--- config.mk ---
export PLATFORM = sky130hd
export DESIGN_NAME = clb_cfg_loader
export DESIGN_NICKNAME = d
export VERILOG_FILES = /design/src/rtl/clb_cfg_loader.sv
export SDC_FILE = /design/constraint.sdc
export NUM_CORES = 1
export LEC_CHECK = 0
export ABC_AREA = 1
export CORE_MARGIN = 2
export CORE_UTILIZATION = 43
export CTS_CLUSTER_SIZE = 40
export DETAILED_ROUTE_END_ITERATION = 16
export PLACE_DENSITY = 0.67
export SYNTH_ARGS = -nofsm -noshare
export SYNTH_HDL_FRONTEND = slang
export SYNTH_SLANG_ARGS = --single-unit
--- constraint.sdc ---
create_clock -name K -period 1.54 [get_ports K]
set_clock_uncertainty 0.05 [all_clocks]
set_input_delay 0.154 -clock K [delete_from_list [all_inputs] [get_ports K]]
set_output_delay 0.154 -clock K [all_outputs]
set_load 0.01 [all_outputs]
--- src/rtl/clb_cfg_loader.sv ---
// ---------------------------------------------------------------------------
// clb_cfg_loader
//   Serial configuration loader for a single CLB tile. It watches a bit-serial
//   config stream for a preamble, then shifts one CFG_W-bit frame into a
//   shadow register. The frame is followed by one bit that makes the total
//   count of ones even. Only a frame that passes this parity check is copied
//   into CFG, so CFG never shows a half-loaded frame.
//
//   Optional feature, macro CLB_CFG_READBACK_EN: serial readback of the
//   committed configuration, sent MSB first and followed by an even-parity bit.
//
// Ports
//   K          clock; all state changes on its rising edge
//   RST        synchronous, active-high reset
//   DIN        serial config data bit
//   DVALID     DIN is sampled only on cycles where this is 1
//   ABORT      discards any frame in progress and returns to IDLE
//   CFG        committed configuration (LUT mem, mux selects, DQ muxes, mode)
//   CFG_LOAD   one-cycle pulse on the cycle CFG changes
//   BUSY       high while a frame or its parity bit is being received
//   DONE       sticky; set on any successful commit
//   ERR        sticky; set on parity failure, cleared by the next good commit
//   RB_REQ     (readback only) request a serial dump of CFG
//   DOUT       (readback only) readback data, MSB first, then parity
//   DOUT_VALID (readback only) high for the CFG_W+1 readback cycles
// ---------------------------------------------------------------------------
module clb_cfg_loader #(
  parameter int               CFG_W     = 37,
  parameter int               PRE_W     = 8,
  parameter logic [PRE_W-1:0] PREAMBLE  = 8'hB2,
  parameter logic [CFG_W-1:0] RESET_CFG = 37'h0022C54038
) (
  input  logic             K,
  input  logic             RST,
  input  logic             DIN,
  input  logic             DVALID,
  input  logic             ABORT,
`ifdef CLB_CFG_READBACK_EN
  input  logic             RB_REQ,
  output logic             DOUT,
  output logic             DOUT_VALID,
`endif
  output logic [CFG_W-1:0] CFG,
  output logic             CFG_LOAD,
  output logic             BUSY,
  output logic             DONE,
  output logic             ERR
);

  localparam int               CNT_W    = $clog2(CFG_W + 1);
  localparam logic [CNT_W-1:0] LAST_BIT = CNT_W'(CFG_W - 1);

  typedef enum logic [1:0] {
    IDLE = 2'd0,
    LOAD = 2'd1,
    PAR  = 2'd2
  } state_t;

  state_t           state;
  logic [PRE_W-1:0] hunt;
  logic [CNT_W-1:0] count;
  logic [CFG_W-1:0] shadow;
  logic             par_acc;
  logic [PRE_W-1:0] hunt_next;

  // Preamble hunting compares the value the hunt register is about to take.
  // A match is therefore recognised on the cycle of the last preamble bit,
  // and overlapping patterns are found naturally.
  assign hunt_next = {hunt[PRE_W-2:0], DIN};

  // Loader FSM. BUSY is registered alongside the state, so it is an exact
  // decode of LOAD/PAR. CFG is only written from the shadow register after a
  // good parity check. ABORT takes priority over every state action,
  // including the parity bit, and leaves CFG/DONE/ERR untouched.
  always_ff @(posedge K) begin
    if (RST) begin
      state    <= IDLE;
      hunt     <= '0;
      count    <= '0;
      shadow   <= '0;
      par_acc  <= 1'b0;
      CFG      <= RESET_CFG;
      CFG_LOAD <= 1'b0;
      BUSY     <= 1'b0;
      DONE     <= 1'b0;
      ERR      <= 1'b0;
    end else begin
      CFG_LOAD <= 1'b0;
      if (ABORT) begin
        state  <= IDLE;
        BUSY   <= 1'b0;
        hunt   <= '0;
        count  <= '0;
        shadow <= '0;
      end else begin
        case (state)
          IDLE: begin
            if (DVALID) begin
              hunt <= hunt_next;
              if (hunt_next == PREAMBLE) begin
                state   <= LOAD;
                BUSY    <= 1'b1;
                count   <= '0;
                par_acc <= 1'b0;
              end
            end
          end
          LOAD: begin
            if (DVALID) begin
              shadow  <= {shadow[CFG_W-2:0], DIN};
              par_acc <= par_acc ^ DIN;
              count   <= count + 1'b1;
              if (count == LAST_BIT) begin
                state <= PAR;
              end
            end
          end
          PAR: begin
            if (DVALID) begin
              if ((par_acc ^ DIN) == 1'b0) begin
                CFG      <= shadow;
                CFG_LOAD <= 1'b1;
                DONE     <= 1'b1;
                ERR      <= 1'b0;
              end else begin
                ERR <= 1'b1;
              end
              state <= IDLE;
              BUSY  <= 1'b0;
              hunt  <= '0;
            end
          end
          default: begin
            state <= IDLE;
            BUSY  <= 1'b0;
            hunt  <= '0;
          end
        endcase
      end
    end
  end

`ifdef CLB_CFG_READBACK_EN
  logic [CFG_W:0]   rb_shift;
  logic [CNT_W-1:0] rb_count;
  logic             rb_active;

  // Readback takes a snapshot of CFG plus its even-parity bit and shifts it
  // out MSB first. The MSB is already on DOUT the cycle after the request.
  // rb_count tracks which of the CFG_W+1 bits is currently shown. The shift
  // register is cleared at the end, so DOUT returns to 0.
  always_ff @(posedge K) begin
    if (RST || ABORT) begin
      rb_shift  <= '0;
      rb_count  <= '0;
      rb_active <= 1'b0;
    end else if (rb_active) begin
      if (rb_count == CNT_W'(CFG_W)) begin
        rb_active <= 1'b0;
        rb_shift  <= '0;
        rb_count  <= '0;
      end else begin
        rb_shift <= {rb_shift[CFG_W-1:0], 1'b0};
        rb_count <= rb_count + 1'b1;
      end
    end else if (RB_REQ && (state == IDLE)) begin
      rb_shift  <= {CFG, ^CFG};
      rb_count  <= '0;
      rb_active <= 1'b1;
    end
  end

  assign DOUT       = rb_shift[CFG_W];
  assign DOUT_VALID = rb_active;
`endif

endmodule

* Word-level counts from Yosys, hierarchy flattened *
Index checks and enable logic that the tools add are counted.

word-level totals
  output and inout bits = 41
  input port bits = 5
  register bits after elaboration = 94

operators by class
  equal/unequal tests = 9
  bitwise gates (word level) = 6
  add/sub/neg operators = 1
  reduce and logical (&&, ||, !) cells = 12
  multiplexer cells = 23

operators with widths
  operator             count
  $pmux 7 s3           1
  $mux 6               3
  $mux 7               2
  $pmux 6 s2           1
  $reduce_and 4->1     3
  $mux 2               5
  $ne 2x2->1 const B   5
  $reduce_and 5->1     2
  $eq 8x8->1 const B   1
  $mux 1               8
  $add 6x1->6 const B  1
  $eq 6x6->1 const B   1
  $pmux 2 s3           1
  $reduce_and 3->1     2
  $not 1->1            5
  $reduce_or 4->1      1
  $pmux 1 s3           1
  $eq 2x1->1 const B   1
  $eq 2x2->1 const B   1
  $logic_not 2->1      1
  $pmux 1 s2           1
  $reduce_and 2->1     1
  $reduce_bool 2->1    1
  $reduce_or 2->1      1
  $xor 1x1->1          1

* Logic depth before layout (Yosys ltp) *
Gate-level depths: netlist of run 1.

  depth in word-level cells = 4
  gate-level depth with buffers = 9
  depth with buffers taken out = 8

* Worst setup path after synthesis of run 1 *
OpenSTA, ideal clock, no wires.

  kind = register -> register
  start point = register state[0]
  end point = register par_acc
  clock period less this slack = 1.258 ns
  arrival time = 1.093 ns
  cell stages (with the launch flop) = 10
  required time = 1.375 ns
  setup slack = 0.282 ns
  path through = dfxtp_1 -> inv_2 -> nand2_2 -> nor2_4 -> nand3_4 -> nand2_2 -> buf_6 -> nand3_1 -> nand2_1 -> nor2_1

between the ends
  longest elaborated chain between the ends = 3
  elaborated cells on any way between the ends = 8
  classes of those cells = eq/ne: 4; mux: 1; reduce/logical: 3

ends and longest elaborated chain
  what                                                                     RTL line  RTL
  from (decl)                                                              59        state_t state;
  from (signal assigned)                                                   77        state <= IDLE;
  from (signal assigned)                                                   90        state <= IDLE;
  from (signal assigned)                                                   101       state <= LOAD;
  $eq 2x1->1 / $logic_not 2->1 (equally long branches)                     96        case (state)
  $ne 2x2->1 (no source line) / $reduce_bool 2->1 (equally long branches)  n/a
  $reduce_and 5->1 (no source line)                                        n/a
  to (signal assigned)                                                     111       par_acc <= par_acc ^ DIN;
  to (decl)                                                                63        logic par_acc;

Several ways; a longest one is shown, not always the timed one.
A chain may end at the register's enable or synchronous reset.

* Worst setup path after layout of run 1 *
  start point = register CFG[26]
  end point = output CFG[26]

RTL lines
  what                    RTL line  RTL
  from (decl)             43        output logic [CFG_W-1:0] CFG,
  from (signal assigned)  121       CFG <= shadow;

No word-level cell between the ends.

==> run metrics, run 1 <==
Final nets 476; Max transition margin 0.7524; RSZ-0062 raised after global routing no; Min-Delay Startpoint DONE; post-DP HPWL 4860 um; Yosys top cell by area dfxtp_1; origin of the critical flop-to-flop path state[0]; setup tns final 0 ps; number of synthesized flops with an enable pin 0; maximum clock rate roughly 680 MHz; Pwr Density 914.0 nW/um2; share of cells above drive strength 1 0.1441; CP max stage delay 550 ps; Final Cycle Share 0.9496; worst path cell trace clkdlybuf4s50_1; Mapped Cells about 420; Synth Flop Type dfxtp_1; Port Buffer Count 45; Tmin final 1462 ps; endpoint class of the critical path output pin; Core Box Area just over 8000 um2; clock-pin slew on the worst setup and hold paths 80 ps; sequential area share after synthesis 0.5290; syn nets roughly 430; GRT Overall Usage 0.1699; CP Class flip-flop to output pin; non-filler cells, final roughly 580; CTS H-tree depth 3; vias per cell slightly below 5; CP startpoint kind flip-flop; vias 2,823; Initial Util 0.4373; Critical Path Fanout Max 2; final WL 7041 um; Hold Path Class flip-flop to flip-flop; Core Util, Final 0.5327; Post-Syn Area ~3600 um2; worst slew pin tran 371.0 ps; vias in the first global route 2,707; top-area cell type share of the netlist area 0.5290; Num CTS Buffers 9; post-route ant nets 0; fillers approximately 800; clk sink count 94; area grow syn2layout 21.81%; Root Buffer clkbuf_8; worst path bufs/invs 1; antenna violations before repair 0; GP Congestion 0.8007; Die Wd 94.96 um; Post-CTS Setup Inserts 0; Multi-input gate area 1316 um2; Inserted Diodes 0; status complete, no violations; grt total ovfl 0; Max-Cap Viols 0; CTS Buffer Depth 2; Async SR Flop Fraction 0; TritonRoute pass-1 iters 4; CP top delay family buffers and inverters; Die H 94.96 um; leakage between 1 and 1.5 nW; ranking of synthesized cells by area dfxtp_1 53%, a21oi_1 8.7%, o21ai_0 6.9%; first-pass GRT wire length 12,060 um; drt initial violations 113; DR WL/cell 12.20 um; Final Power just under 4 mW; worst skew pair latency approximately 340 ps; yosys warns 0; top-count cell post-synth dfxtp_1; synth unique cells 29; die footprint 9016 um2; Slew Limit Fails 0; FP Rows 33; Crit-path slowest cell clkdlybuf4s50_1; CTS tree built; largest net degree at the start of global routing 55; Final setup viols 0; Data arrival, critical path 1260 ps; worst vdd ir 0.4724 mV; I/O pins 46; most instantiated cells after synthesis 94 x dfxtp_1, 62 x a21oi_1, 50 x inv_1; Fin. Hold Viols 0; placed insts between 500 and 600; average size of a mapped cell 8.510 um2; Critical Path RT 1340 ps; Synth Register Bits 94; crit path from CFG[26]; residual DRC count 0; Storage cell area 1883 um2
-- final timing paths --
path                            depth (start not counted)  slack, ps  endpoint
worst min-delay path                                    2        410      DONE
worst min register to register                          2        410      DONE
worst max register to register                          6        150  count[2]
worst max-delay path                                    1         80   CFG[26]
-- worst min-delay path, delay by kind of cell, from the launching register on --
family           cells  cell delay (ps)
DFF                  1              320
and+or+nand+nor      2              100
-- cell usage in the layout (no fill, tap or decap), types with 4 or more instances in the layout --
cell and count:
inv_1 50, nand3_1 31, a21oi_1 62, o21ai_2 19, buf_4 15, nand2_1 38, buf_12 4, inv_2 4
dfxtp_1 93, o21ai_0 47, nor2_1 21, clkdlybuf4s50_1 45, clkbuf_8 10
-- cells by family after synthesis --
logic type,Yosys count,share of synthesized area
AOI/OAI and AO/OA,134,0.2118
xor gates and xnor gates,1,0.002463
buffers and inverters,78,0.1031
DFF,94,0.5290
and+or+nand+nor,109,0.1467
adders and majority gates,2,0.007034
-- per-layer routing --
layer	part of all wire	routed length [um]	vias up	global-route usage
li1	-	-	1465	-
met1	0.50	3529	1309	0.2238
met2	0.45	3174	43	0.2671
met3	0.040	284	6	0.04629
met4	0.0075	53	0	0.06159
met5	0	0	-	0
-- through the flow --
step                      hold slack, ps  setup WS (ps)  instance area, um2
final                              411.8          77.54                4333
after global routing               429.8          17.90                4333
after CTS                          412.3          47.49                4327
after detailed placement           394.5         -184.9                4170
after global placement             386.7         -154.5                4170
after floorplan                    251.3          281.8                3557
-- flip-flops by register name (all words and copies together) (netlist names) --
signal,flops
BUSY,1
CFG,37
CFG_LOAD,1
DONE,1
ERR,1
count,6
hunt,7
par_acc,1
shadow,37
state,2
-- timing repair --
item,in CTS,in global routing
resized for setup,0,4
hold buffers,0,0
endpoints found under the setup margin,0,18
-- area by class of cell --
class,instances,area share
flip-flops and latches,94,0.4346
multi-input cells,246,0.3038
repair buffers,64,0.1484
inverters,54,0.04678
clock buffers,13,0.03436
well taps,105,0.03032
clock inverters,1,0.001733
-- where the power goes --
group,internal (mW),total [mW],switching [mW],leakage (nW)
Combinational,0.0496,0.126,0.0765,0.643
Clock,0.617,1.40,0.787,0.0756
Sequential,2.43,2.43,0.000690,0.758
Note: power is estimated with default switching activity, not from simulation.
==> run 2, diff against run 1 <==
CTS_CLUSTER_SIZE = 25   (was 40)
==> results of run 2 <==
Final layout, timing and power as in run 1 (identical DEF).
